## config.mk

```make
export PLATFORM = sky130hd
export DESIGN_NAME = pc_sequencer_flat
export DESIGN_NICKNAME = d
export VERILOG_FILES = /design/src/rtl/pc_sequencer_if.sv /design/src/rtl/pc_sequencer.sv /design/src/flat_wrapper.sv
export SDC_FILE = /design/constraint.sdc
export NUM_CORES = 1
export LEC_CHECK = 0
export BUFFER_PORTS_ARGS = -buffer_cell sky130_fd_sc_hd__buf_2
export CAP_MARGIN = 20
export CORE_MARGIN = 2
export CORE_UTILIZATION = 25
export DETAILED_ROUTE_END_ITERATION = 16
export SYNTH_ARGS = -nofsm -noshare
export SYNTH_HDL_FRONTEND = slang
export SYNTH_SLANG_ARGS = --single-unit
```

## constraint.sdc

```tcl
create_clock -name clk -period 4.2 [get_ports clk]
set_input_delay 0.84 -clock clk [delete_from_list [all_inputs] [get_ports clk]]
set_output_delay 0.84 -clock clk [all_outputs]
set_load 0.03 [all_outputs]
```

## src/rtl/pc_sequencer_if.sv

```systemverilog
// -----------------------------------------------------------------------------
// pc_sequencer_if
// Bundle between the IF-stage next-PC control and the program counter.
//
// Parameters:
//   XLEN   PC width in bits
//   CNT_W  width of the advance counter
//
// Signals (direction seen from the sequencer, i.e. the slave side):
//   Stall          in   hold PC (hazard unit)
//   branch_taken   in   EX-stage redirect request
//   branch_target  in   redirect address
//   trap_req       in   watchdog/exception redirect, overrides Stall
//   PC_Value       out  current fetch PC
//   PC_Plus4       out  PC_Value + 4, modulo 2^XLEN
//   halted         out  high while the sequencer sits at the program limit
//   redirect       out  one-cycle pulse after a non-sequential load
//   adv_cnt        out  saturating count of PC loads since reset
//   misalign_err   out  only when PC_ALIGN_CHECK_EN is defined
//
// Optional feature macro: PC_ALIGN_CHECK_EN
// -----------------------------------------------------------------------------
interface pc_sequencer_if #(
    parameter int unsigned XLEN  = 32,
    parameter int unsigned CNT_W = 16
);
    logic             Stall;
    logic             branch_taken;
    logic [XLEN-1:0]  branch_target;
    logic             trap_req;
    logic [XLEN-1:0]  PC_Value;
    logic [XLEN-1:0]  PC_Plus4;
    logic             halted;
    logic             redirect;
    logic [CNT_W-1:0] adv_cnt;
`ifdef PC_ALIGN_CHECK_EN
    logic             misalign_err;

    modport master (
        output Stall, branch_taken, branch_target, trap_req,
        input  PC_Value, PC_Plus4, halted, redirect, adv_cnt, misalign_err
    );

    modport slave (
        input  Stall, branch_taken, branch_target, trap_req,
        output PC_Value, PC_Plus4, halted, redirect, adv_cnt, misalign_err
    );
`else
    modport master (
        output Stall, branch_taken, branch_target, trap_req,
        input  PC_Value, PC_Plus4, halted, redirect, adv_cnt
    );

    modport slave (
        input  Stall, branch_taken, branch_target, trap_req,
        output PC_Value, PC_Plus4, halted, redirect, adv_cnt
    );
`endif
endinterface

```

## src/rtl/pc_sequencer.sv

```systemverilog
// -----------------------------------------------------------------------------
// pc_sequencer
// Program counter for the RV32I fetch stage. Holds the fetch PC, advances it
// by 4, redirects on branch/jump or trap, and parks in HALTED at PROG_LIMIT
// until a trap or reset. Also keeps a saturating count of PC loads for the
// watchdog and debug logic.
//
// Parameters:
//   XLEN        PC width in bits (>= 8)
//   RESET_VEC   PC value after reset
//   PROG_LIMIT  first address past the program; reaching it halts
//   TRAP_VEC    PC loaded on trap_req
//   CNT_W       width of the advance counter
//
// Ports:
//   clk     rising-edge clock
//   rst     synchronous reset, active-high, wins over everything
//   pc_bus  pc_sequencer_if slave modport (see interface header)
//
// Optional feature macro: PC_ALIGN_CHECK_EN
//   Defined     : misaligned taken branches are refused and flagged on
//                 misalign_err for one cycle.
//   Not defined : branch_target[1:0] is forced to 2'b00 before use.
// -----------------------------------------------------------------------------
module pc_sequencer #(
    parameter int unsigned     XLEN       = 32,
    parameter logic [XLEN-1:0] RESET_VEC  = '0,
    parameter logic [XLEN-1:0] PROG_LIMIT = XLEN'(348),
    parameter logic [XLEN-1:0] TRAP_VEC   = XLEN'('h100),
    parameter int unsigned     CNT_W      = 16
) (
    input  logic          clk,
    input  logic          rst,
    pc_sequencer_if.slave pc_bus
);

    typedef enum logic [0:0] {
        ST_RUN    = 1'b0,
        ST_HALTED = 1'b1
    } state_t;

    state_t           r_state;
    state_t           w_state_nxt;
    logic [XLEN-1:0]  r_pc;
    logic [XLEN-1:0]  w_pc_nxt;
    logic [XLEN-1:0]  w_pc_plus4;
    logic [XLEN-1:0]  w_target;
    logic [XLEN-1:0]  w_cand;
    logic             r_redirect;
    logic             w_redirect_nxt;
    logic             w_load;
    logic [CNT_W-1:0] r_adv_cnt;
`ifdef PC_ALIGN_CHECK_EN
    logic             r_misalign;
    logic             w_misalign_nxt;
`endif

    // Sequential successor wraps naturally at 2^XLEN.
    assign w_pc_plus4 = r_pc + XLEN'(4);

`ifdef PC_ALIGN_CHECK_EN
    assign w_target = pc_bus.branch_target;
`else
    // Low two bits are dropped so an odd target still lands on a word.
    assign w_target = pc_bus.branch_target & ~XLEN'(3);
`endif

    // Candidate for a non-trap, non-stalled update in RUN.
    assign w_cand = pc_bus.branch_taken ? w_target : w_pc_plus4;

    // -------------------------------------------------------------------------
    // Next-state / next-PC logic
    // -------------------------------------------------------------------------
    always_comb begin
        w_state_nxt    = r_state;
        w_pc_nxt       = r_pc;
        w_redirect_nxt = 1'b0;
        w_load         = 1'b0;
`ifdef PC_ALIGN_CHECK_EN
        w_misalign_nxt = 1'b0;
`endif
        case (r_state)
            ST_RUN: begin
                if (pc_bus.trap_req) begin
                    // Trap overrides Stall and any pending branch.
                    w_pc_nxt       = TRAP_VEC;
                    w_redirect_nxt = 1'b1;
                    w_load         = 1'b1;
                end else if (!pc_bus.Stall) begin
`ifdef PC_ALIGN_CHECK_EN
                    if (pc_bus.branch_taken && (w_target[1:0] != 2'b00)) begin
                        w_misalign_nxt = 1'b1;
                    end else
`endif
                    begin
                        w_load = 1'b1;
                        if (w_cand >= PROG_LIMIT) begin
                            // Clamp to the limit; this load is not a redirect.
                            w_pc_nxt    = PROG_LIMIT;
                            w_state_nxt = ST_HALTED;
                        end else begin
                            w_pc_nxt       = w_cand;
                            w_redirect_nxt = pc_bus.branch_taken;
                        end
                    end
                end
            end
            ST_HALTED: begin
                // Only a trap (or reset) leaves HALTED.
                if (pc_bus.trap_req) begin
                    w_pc_nxt       = TRAP_VEC;
                    w_state_nxt    = ST_RUN;
                    w_redirect_nxt = 1'b1;
                    w_load         = 1'b1;
                end
            end
            default: begin
                w_state_nxt = ST_RUN;
            end
        endcase
    end

    // -------------------------------------------------------------------------
    // State registers
    // -------------------------------------------------------------------------
    always_ff @(posedge clk) begin
        if (rst) begin
            r_state    <= ST_RUN;
            r_pc       <= RESET_VEC;
            r_redirect <= 1'b0;
            r_adv_cnt  <= '0;
        end else begin
            r_state    <= w_state_nxt;
            r_pc       <= w_pc_nxt;
            r_redirect <= w_redirect_nxt;
            // Saturate instead of wrapping so the watchdog never sees a reset count.
            if (w_load && (r_adv_cnt != {CNT_W{1'b1}})) begin
                r_adv_cnt <= r_adv_cnt + CNT_W'(1);
            end
        end
    end

`ifdef PC_ALIGN_CHECK_EN
    always_ff @(posedge clk) begin
        if (rst) begin
            r_misalign <= 1'b0;
        end else begin
            r_misalign <= w_misalign_nxt;
        end
    end

    assign pc_bus.misalign_err = r_misalign;
`endif

    assign pc_bus.PC_Value = r_pc;
    assign pc_bus.PC_Plus4 = w_pc_plus4;
    assign pc_bus.halted   = (r_state == ST_HALTED);
    assign pc_bus.redirect = r_redirect;
    assign pc_bus.adv_cnt  = r_adv_cnt;

endmodule

```

## src/flat_wrapper.sv

```systemverilog
// flat-port wrapper written by rule: the top's interface ports become plain ports
module pc_sequencer_flat 
#(
    parameter int unsigned     XLEN       = 32,
    parameter logic [XLEN-1:0] RESET_VEC  = '0,
    parameter logic [XLEN-1:0] PROG_LIMIT = XLEN'(348),
    parameter logic [XLEN-1:0] TRAP_VEC   = XLEN'('h100),
    parameter int unsigned     CNT_W      = 16
)
  (clk, rst, pc_bus_Stall, pc_bus_branch_taken, pc_bus_branch_target, pc_bus_trap_req, pc_bus_PC_Value, pc_bus_PC_Plus4, pc_bus_halted, pc_bus_redirect, pc_bus_adv_cnt);
  pc_sequencer_if #(.XLEN(XLEN), .CNT_W(CNT_W)) pc_bus_i ();
  input  logic clk;
  input  logic rst;
  input wire logic [$bits(pc_bus_i.Stall)-1:0] pc_bus_Stall;
  input wire logic [$bits(pc_bus_i.branch_taken)-1:0] pc_bus_branch_taken;
  input wire logic [$bits(pc_bus_i.branch_target)-1:0] pc_bus_branch_target;
  input wire logic [$bits(pc_bus_i.trap_req)-1:0] pc_bus_trap_req;
  output wire logic [$bits(pc_bus_i.PC_Value)-1:0] pc_bus_PC_Value;
  output wire logic [$bits(pc_bus_i.PC_Plus4)-1:0] pc_bus_PC_Plus4;
  output wire logic [$bits(pc_bus_i.halted)-1:0] pc_bus_halted;
  output wire logic [$bits(pc_bus_i.redirect)-1:0] pc_bus_redirect;
  output wire logic [$bits(pc_bus_i.adv_cnt)-1:0] pc_bus_adv_cnt;
  assign pc_bus_i.Stall = pc_bus_Stall;
  assign pc_bus_i.branch_taken = pc_bus_branch_taken;
  assign pc_bus_i.branch_target = pc_bus_branch_target;
  assign pc_bus_i.trap_req = pc_bus_trap_req;
  assign pc_bus_PC_Value = pc_bus_i.PC_Value;
  assign pc_bus_PC_Plus4 = pc_bus_i.PC_Plus4;
  assign pc_bus_halted = pc_bus_i.halted;
  assign pc_bus_redirect = pc_bus_i.redirect;
  assign pc_bus_adv_cnt = pc_bus_i.adv_cnt;
  pc_sequencer #(.XLEN(XLEN), .RESET_VEC(RESET_VEC), .PROG_LIMIT(PROG_LIMIT), .TRAP_VEC(TRAP_VEC), .CNT_W(CNT_W)) u_core (.clk(clk), .rst(rst), .pc_bus(pc_bus_i));
endmodule
```

Word level (Yosys, flattened, before mapping)
Index checks and enable logic that the tools add are counted.
- add/subtract/negate cells: 2
- magnitude comparators: 1
- equal/unequal tests: 3
- multiplexer cells: 19
- bitwise operators: 1
- reduce and logical (&&, ||, !) cells: 2
- operator list (cell ; count):
    32-bit 2-to-1 mux ; 5
    32-bit one-hot mux with 2 select lines ; 1
    32-bit by 3-bit adder with 32-bit output, second input constant ; 1
    32-bit by 9-bit >= comparator with 1-bit output, second input constant ; 1
    16-bit by 1-bit adder with 16-bit output, second input constant ; 1
    16-bit inequality test, second input constant ; 1
    1-bit 2-to-1 mux ; 10
    1-bit one-hot mux with 2 select lines ; 3
    3-bit inequality test, second input constant ; 1
    2-bit inequality test, second input constant ; 1
    2-bit AND reduction ; 1
    1-bit logical AND ; 1
    1-bit inverter ; 1
- register bits after elaboration: 50
- output and inout bits: 82
- word-level logic and storage cells: 32

Logic depth before layout (Yosys ltp)
Gate-level depths: netlist (run 1).
- word-level depth: 7
- depth in mapped cells: 10

Least setup slack after synthesis (run 1)
Ideal clock, no wire load.
- path type: register to register
- start: register u_core.r_pc[2] (netlist: u_core.pc_bus.PC_Value[2])
- end: register u_core.r_pc[7] (netlist: u_core.pc_bus.PC_Value[7])
- library setup time: 0.117 ns
- data arrival time: 3.146 ns
- data required time: 4.083 ns
- setup slack: 0.936 ns
- stages on the path, launching flop included: 10
- cells stage by stage: dfxtp_1 ha_1 nand4_4 nor4_4 nand4_1 xnor2_1 nor3_1 a41oi_1 nor3_4 a32o_1
- longest elaborated chain between the ends: 7
- ends and longest elaborated chain (element ; line ; RTL):
    start: declaration ; pc_sequencer.sv:44 ; logic [XLEN-1:0] r_pc;
    start signal: assignment ; pc_sequencer.sv:134 ; r_pc <= w_pc_nxt;
    32-bit by 3-bit adder with 32-bit output ; pc_sequencer.sv:59 ; assign w_pc_plus4 = r_pc + XLEN'(4);
    named net pc_bus_PC_Plus4[28] ; flat_wrapper.sv:19 ; output wire logic [$bits(pc_bus_i.PC_Plus4)-1:0] pc_bus_PC_Plus4;
    32-bit 2-to-1 mux ; pc_sequencer.sv:69 ; assign w_cand = pc_bus.branch_taken ? w_target : w_pc_plus4;
    32-bit by 9-bit >= comparator with 1-bit output ; pc_sequencer.sv:97 ; if (w_cand >= PROG_LIMIT) begin
    32-bit 2-to-1 mux ; pc_sequencer.sv:97 ;
    32-bit 2-to-1 mux ; pc_sequencer.sv:89 ; end else if (!pc_bus.Stall) begin
    32-bit 2-to-1 mux ; pc_sequencer.sv:84 ; if (pc_bus.trap_req) begin
    32-bit one-hot mux with 2 select lines ; pc_sequencer.sv:82 ; case (r_state)
The timed path passes the listed nets, and every way through them passes these cells. The select of a mux whose other input is x is not followed.
A chain may end at the register's enable or synchronous reset.

Final worst setup path (run 1)
- start: register u_core.r_pc[7] (netlist: u_core.pc_bus.PC_Value[7])
- end: output pc_bus_PC_Plus4[23]
- longest elaborated chain between the ends: 1
- ends and longest elaborated chain (element ; line):
    32-bit by 3-bit adder with 32-bit output ; pc_sequencer.sv:59
    end: declaration ; flat_wrapper.sv:19
No other way between the ends.

==> impl_results.md, run 1 <==
* Headroom to the max-slew limit at 40.8%
* Final worst path period share at 84.8%
* RSZ-0062 raised after global routing: false
* Multi-input combinational cell area at 0.00177 sq mm
* Crit Path Class: flop to output port
* Antenna Nets Post-Route at 0
* Net Count, Synth at 381
* Post-Synthesis Mean Instance Area at 8.53 sq um
* Port Buf Inserts at 116
* Category of the worst setup path launch point: flop
* Total die area at around 0.013 sq mm
* Static power due to leakage at about 1.7 nW
* Fraction of layout instances using a drive strength above 1 at 31.5%
* Post-Synth XOR/XNOR Area at 12.9%
* Number of buffers created by CTS at 5
* Clock-pin transition on the worst setup and hold timing paths at ~60 ps
* Filler cell count at 1253
* Nets@finish at 483
* Area share of the largest cell type after synthesis at 34.3%
* Post-synthesis cell type count at 55
* Starting Density at 25.5%
* Post-DR wirelength/cell at about 16 um
* Antenna violations before repair at 0
* Compound-cell area share of the yosys netlist at 12.0%
* Die height at between 100 and 150 um
* Vias after detailed routing at 2969
* Post-CTS Setup Repair Bufs at 0
* Combinational family with the most area after synthesis: simple AND/OR/NAND/NOR gates
* Vias/cell at 5.06
* Yosys warns at 0
* Post-Synth Simple-Gate Area at 31.4%
* Async set-reset flop share out of synthesis at 0%
* Most common cell after layout, fill and taps aside: sky130_fd_sc_hd__buf_2
* DRC Markers at 0
* Area growth from synthesis to layout at 27.3%
* Ranking of synthesized cells by area: sky130_fd_sc_hd__dfxtp_1 34%, sky130_fd_sc_hd__xnor2_1 7.5%, sky130_fd_sc_hd__xor2_1 5.4%
* Path category of the worst min-delay check: flop to flop
* DRT Wirelength at 9270 um
* Highest Clock Rate at 281 MHz
* Total iterations of the first detailed-routing run at 4
* Maximum buffer depth of the clock tree at 2
* Sink count of the clock tree at 50
* Clk_skew at roughly 3.2 ps
* Routability Congestion at 0.905
* Flops & latches, synth at 50
* Critical path required time at 3360 ps
* Cell taking the most area after synthesis: sky130_fd_sc_hd__dfxtp_1
* Worst IR drop on VDD at ~130 uV
* Synthesized instance count at 342
* Transition time of the tightest slew-check pin at 865 ps
* Worst Path Arrival at 2720 ps
* Crit end category: output port
* Share of synthesized cell area in full adder, half adder and majority cells at 0.858%
* Gr usage total at about 14%
* H-Tree Level Count at 2
* Final HPWL DP at 7290 um
* Maximum number of pins on one net before global-route repair at 27
* Clock tree root driver cell: sky130_fd_sc_hd__clkbuf_16
* Width of the die at between 100 and 150 um
* Max_cap viols at 0
* Total congestion overflow at 0
* Synthesized area at between 0.002 and 0.003 sq mm
* Number of synthesized flops with an enable pin at 0
* Cell Pwr Density at 267 mW/mm^2
* Number of global-route vias before repair at 2928
* Aggregate negative setup slack at 0 ps
* Portion of the post-synthesis area used by sequential elements at roughly a third
* Prevailing post-synth register cell: sky130_fd_sc_hd__dfxtp_1
* Hold Violations, Final at 0
* Number of max-slew violations in the final report at 0
* Hold bufs inserted after CTS at 0
* DP Area at 0.00358 sq mm
* Std-Cell Core Area at 0.0114 sq mm
* CTS tree: built
* Row cnt at 39
* Post-cts gate resize count at 0
* Total inserted antenna cells at 0
* Largest driver fanout on the critical path at 10
* Initial DRC Count at between 150 and 200
* I/O Pins at 119
* Post-route cell area at 0.00371 sq mm
* Wire length of the first global-routing pass at 14700 um
* Outcome: finished clean
* Top library cells by usage in the layout, fill and taps aside: 116 x sky130_fd_sc_hd__buf_2, 50 x sky130_fd_sc_hd__dfxtp_1, 32 x sky130_fd_sc_hd__nor2_1, 25 x sky130_fd_sc_hd__xnor2_1
* Final critical-path required period at 3560 ps
* Clock latency of the later-clocked register in the worst-skew pair at 280 ps
* Footprint of the flip-flops and latches at between 0.001 and 0.0015 sq mm
* Total of endpoints with negative setup slack in the final report at 0
* Share of synthesized area spent on multiplexers at under 10%
-- final cells by class --
type                            instances  share of cell area, %
Multi-Input combinational cell        260                   47.6
Sequential cell                        50                   27.0
Timing Repair Buffer                  119                   16.2
Tap cell                              143                   4.82
Clock buffer                            7                   3.57
Inverter                                8                  0.809
-- path summary, 6_finish.rpt --
check | slack, ps | depth (start not counted) | to | startpoint
max | 640 | 6 | pc_bus_PC_Plus4[23] | u_core.pc_bus.PC_Value[7]
min | 500 | 2 | u_core.pc_bus.adv_cnt[8] | u_core.pc_bus.adv_cnt[8]
max reg2reg | 860 | 8 | u_core.pc_bus.PC_Value[0] | u_core.pc_bus.PC_Value[7]
min reg2reg | 500 | 2 | u_core.pc_bus.adv_cnt[8] | u_core.pc_bus.adv_cnt[8]
-- power breakdown --
group          switching [mW]  leakage, nW  internal [mW]
Clock                   0.169       0.0640          0.218
Combinational          0.0692         1.21         0.0400
Sequential             0.0117        0.405          0.481
Total                   0.250         1.67          0.740
-- registers in the layout, summed over array words and instances, names as in the netlist --
signal                  flops
u_core.pc_bus.PC_Value     32
u_core.pc_bus.adv_cnt      16
u_core.pc_bus.halted        1
u_core.pc_bus.redirect      1
-- cells in the mapped netlist, types with 2 or more instances --
| cell | instances |
|---|---|
| sky130_fd_sc_hd__ha_1 | 2 |
| sky130_fd_sc_hd__a21oi_1 | 9 |
| sky130_fd_sc_hd__mux2i_1 | 6 |
| sky130_fd_sc_hd__nand4b_1 | 2 |
| sky130_fd_sc_hd__and2_1 | 23 |
| sky130_fd_sc_hd__nor3_1 | 6 |
| sky130_fd_sc_hd__or3_1 | 4 |
| sky130_fd_sc_hd__xnor2_1 | 25 |
| sky130_fd_sc_hd__and3_1 | 4 |
| sky130_fd_sc_hd__buf_4 | 7 |
| sky130_fd_sc_hd__nor2_1 | 32 |
| sky130_fd_sc_hd__a32o_1 | 2 |
| sky130_fd_sc_hd__a31oi_1 | 5 |
| sky130_fd_sc_hd__nor4_1 | 15 |
| sky130_fd_sc_hd__nand3_1 | 12 |
| sky130_fd_sc_hd__nand2_1 | 23 |
| sky130_fd_sc_hd__dfxtp_1 | 50 |
| sky130_fd_sc_hd__and4_1 | 5 |
| sky130_fd_sc_hd__a41o_1 | 3 |
| sky130_fd_sc_hd__buf_2 | 4 |
| sky130_fd_sc_hd__inv_1 | 8 |
| sky130_fd_sc_hd__o21ai_0 | 11 |
| sky130_fd_sc_hd__clkbuf_1 | 12 |
| sky130_fd_sc_hd__mux2_2 | 3 |
| sky130_fd_sc_hd__a41oi_1 | 2 |
| sky130_fd_sc_hd__a21o_1 | 2 |
| sky130_fd_sc_hd__nand4_1 | 20 |
| sky130_fd_sc_hd__xor2_1 | 18 |
-- metrics by stage --
step                hold slack (ps)  total power [mW]  std cells  setup slack (ps)  utilization (%)
floorplan                       612             0.570        342               936                -
global route                    527              1.03        587               349             32.5
CTS                             503              1.00        587               672             32.5
detailed placement              492             0.614        580               874             31.4
global placement                479             0.612        580               891             31.4
finish                          498             0.990        587               640             32.5
-- routing by layer --
layer	part of all wire [%]	global-route usage [%]
met5	0	0
met4	1.3	3.74
met3	6.8	4.10
met2	47	24.0
met1	45	18.2
-- logic make-up after synthesis --
kind of cell    count (synthesis)
simple gates                  158
buf+inv                        32
mux                             9
compound gates                 48
xor+xnor                       43
fa+ha+maj                       2
flops                          50
-- critical path, stage by stage (launching register included) --
cell	delay (ps)
sky130_fd_sc_hd__dfxtp_1	590
sky130_fd_sc_hd__nand4_1	270
sky130_fd_sc_hd__nor4_1	720
sky130_fd_sc_hd__nand2_1	230
sky130_fd_sc_hd__nor2_1	250
sky130_fd_sc_hd__xor2_1	160
sky130_fd_sc_hd__buf_2	210
Note: power is estimated with default switching activity, not from simulation.
==> inputs of run 2 (changes only) <==
==> constraint.sdc (replaced) <==
create_clock -name clk -period 3.3 [get_ports clk]
set_input_delay 0.66 -clock clk [delete_from_list [all_inputs] [get_ports clk]]
set_output_delay 0.66 -clock clk [all_outputs]
set_load 0.03 [all_outputs]
==> impl_results.md, run 2 (synthesized netlist as in run 1, its figures left out) <==
* Total of endpoints with negative setup slack in the final report at 0
* DRC Markers at 0
* Sink count of the clock tree at 50
* Std-Cell Core Area at roughly 0.011 sq mm
* Vias after detailed routing at 2945
* Largest driver fanout on the critical path at 6
* Number of max-slew violations in the final report at 0
* Antenna Nets Post-Route at 0
* Switching share of power at 25.3%
* Initial DRC Count at 112
* Fraction of layout instances using a drive strength above 1 at 33.8%
* Power Internal at 0.969 mW
* Die height at between 100 and 150 um
* Post-route cell area at 0.00381 sq mm
* Filler cell count at 1224
* Final worst path period share at 93.0%
* Post-cts gate resize count at 0
* Worst Path Arrival at 2410 ps
* Worst r2r src: u_core.pc_bus.PC_Value[7]
* Final critical-path required period at about 3000 ps
* Capturing point of the worst reg2reg path: u_core.pc_bus.PC_Value[5]
* Final HPWL DP at 7290 um
* Final setup margin at 230 ps
* Max_cap viols at 0
* Routability Congestion at around 0.86
* Row cnt at 39
* Nets@finish at 494
* Placed instance count at 591
* DRT Wirelength at 9150 um
* Outcome: finished clean
* Hold bufs inserted after CTS at 0
* Metal2 WL at 4360 um
* Post-DR wirelength/cell at 15.3 um
* I/O Pins at 119
* Count of cells along the worst register-to-register path at 9
* H-Tree Level Count at 2
* Total iterations of the first detailed-routing run at 4
* Clock tree root driver cell: sky130_fd_sc_hd__clkbuf_16
* Highest Clock Rate at 326 MHz
* Maximum buffer depth of the clock tree at 2
* Slowest cell on the critical path: sky130_fd_sc_hd__nor4_4
* Final instance count without filler cells at between 500 and 600
* Wire length of the first global-routing pass at 14500 um
* Hold Path Origin: u_core.pc_bus.PC_Value[31]
* Footprint of the flip-flops and latches at 0.00100 sq mm
* Wire length the detailed router placed on met1 at 4190 um
* Top library cells by usage in the layout, fill and taps aside: 116 x sky130_fd_sc_hd__buf_2, 50 x sky130_fd_sc_hd__dfxtp_1, 32 x sky130_fd_sc_hd__nor2_1, 25 x sky130_fd_sc_hd__xnor2_1
* Gr usage total at 14.2%
* Max reg flops at 32
* Area growth from synthesis to layout at 30.8%
* Total inserted antenna cells at 0
* CTS tree: built
* Total die area at 0.0125 sq mm
* Critical path required time at between 2000 and 3000 ps
* Number of buffers created by CTS at 5
* Worst Setup Slack post-DPL at 362 ps
* Hold Worst Slack at slightly above 500 ps
* Antenna violations before repair at 0
* Total congestion overflow at 0
* Clock-pin transition on the worst setup and hold timing paths at 70 ps
* Vias/cell at approximately 5
* Worst IR drop on VDD at approximately 200 uV
* Category of the worst setup path launch point: flop
* Most common cell after layout, fill and taps aside: sky130_fd_sc_hd__buf_2
* RSZ-0062 raised after global routing: false
* Met3 wire length at between 500 and 600 um
* Clock latency of the later-clocked register in the worst-skew pair at 280 ps
* Largest stage delay, worst path at 430 ps
* Width of the die at 112 um
* Crit Path Class: flop to output port
* Cells on Worst Hold Path at 1
* Uppermost layer routed: met4
* Path category of the worst min-delay check: flop to flop
* Headroom to the max-slew limit at 55.7%
* Part of the power in registers at 48.2%
* Static power due to leakage at roughly 1.7 nW
* Multi-input combinational cell area at 0.00177 sq mm
* Aggregate negative setup slack at 0 ps
* Cell Pwr Density at 340 mW/mm^2
* Cell-by-cell trace of the critical path: ha_1, nand4_4, nor4_4, buf_4, nand4_1, nor2_1, xnor2_1, buf_2
* Total net switching power at 0.328 mW
* Crit end category: output port
* Largest delay contributor family on the critical path: simple AND/OR/NAND/NOR gates
* DP Area at 0.00366 sq mm
* Clk_skew at 4.39 ps
* Starting Density at 25.5%
* Register-to-register setup slack at 350 ps
* Fraction of power consumed by combinational cells at 11.3%
* Maximum number of pins on one net before global-route repair at 27
* Total buffers and inverters traversed by the critical path at 2
* Port Buf Inserts at 116
* Endpoint, Worst Hold: u_core.pc_bus.PC_Value[31]
* Hold Violations, Final at 0
* Post-CTS Setup Repair Bufs at 0
* Clock power frac at 40.5%
* Transition time of the tightest slew-check pin at approximately 660 ps
* Number of global-route vias before repair at 2782
## run 2: changes by cell type in the layout (fill, tap and decap cells not counted), sizes merged
cell	previous run	this run
clkinvlp	0	1
clkbuf	7	6
buf	119	130
clkinv	0	1
## run 2: worst max-delay path by stage
stage | from | end | slack, ps | cells after the start
CTS | u_core.pc_bus.PC_Value[3] | pc_bus_PC_Plus4[24] | 210 | 8
global route | u_core.pc_bus.PC_Value[11] | pc_bus_PC_Plus4[24] | 70 | 7
finish | u_core.pc_bus.PC_Value[3] | pc_bus_PC_Plus4[24] | 230 | 8
global placement | u_core.pc_bus.PC_Value[7] | u_core.pc_bus.PC_Value[5] | 390 | 8
detailed placement | u_core.pc_bus.PC_Value[7] | u_core.pc_bus.PC_Value[5] | 360 | 8
floorplan | u_core.pc_bus.PC_Value[2] | u_core.pc_bus.PC_Value[7] | 40 | 9
## run 2: routing by layer
| metal | vias up | global-route usage (%) |
|---|---|---|
| met2 | 94 | 23.4 |
| met3 | 6 | 3.29 |
| li1 | 1463 | - |
| met1 | 1382 | 19.1 |
| met5 | - | 0 |
| met4 | 0 | 2.76 |
## run 2: cell type report
class	instances	share of cell area, %
well taps	143	4.69
flip-flops and latches	50	26.2
clock buffers	6	3.64
clock inverters	2	0.328
repair buffers	130	18.0
inverters	8	0.787
multi-input cells	260	46.3
## run 2: through the flow
step / utilization [%] / total power [mW]
after floorplan: - / 0.725
after global placement: 32.1 / 0.785
after detailed placement: 32.1 / 0.787
after CTS: 33.4 / 1.31
after global routing: 33.4 / 1.35
final: 33.4 / 1.30
## run 2: power by group through the flow
stage	Combinational [mW]	Clock, mW	Sequential [mW]
after global routing	0.161	0.560	0.627
after global placement	0.146	0	0.639
after CTS	0.148	0.541	0.625
final	0.147	0.525	0.625
after detailed placement	0.148	0	0.639
after floorplan	0.0708	0	0.654
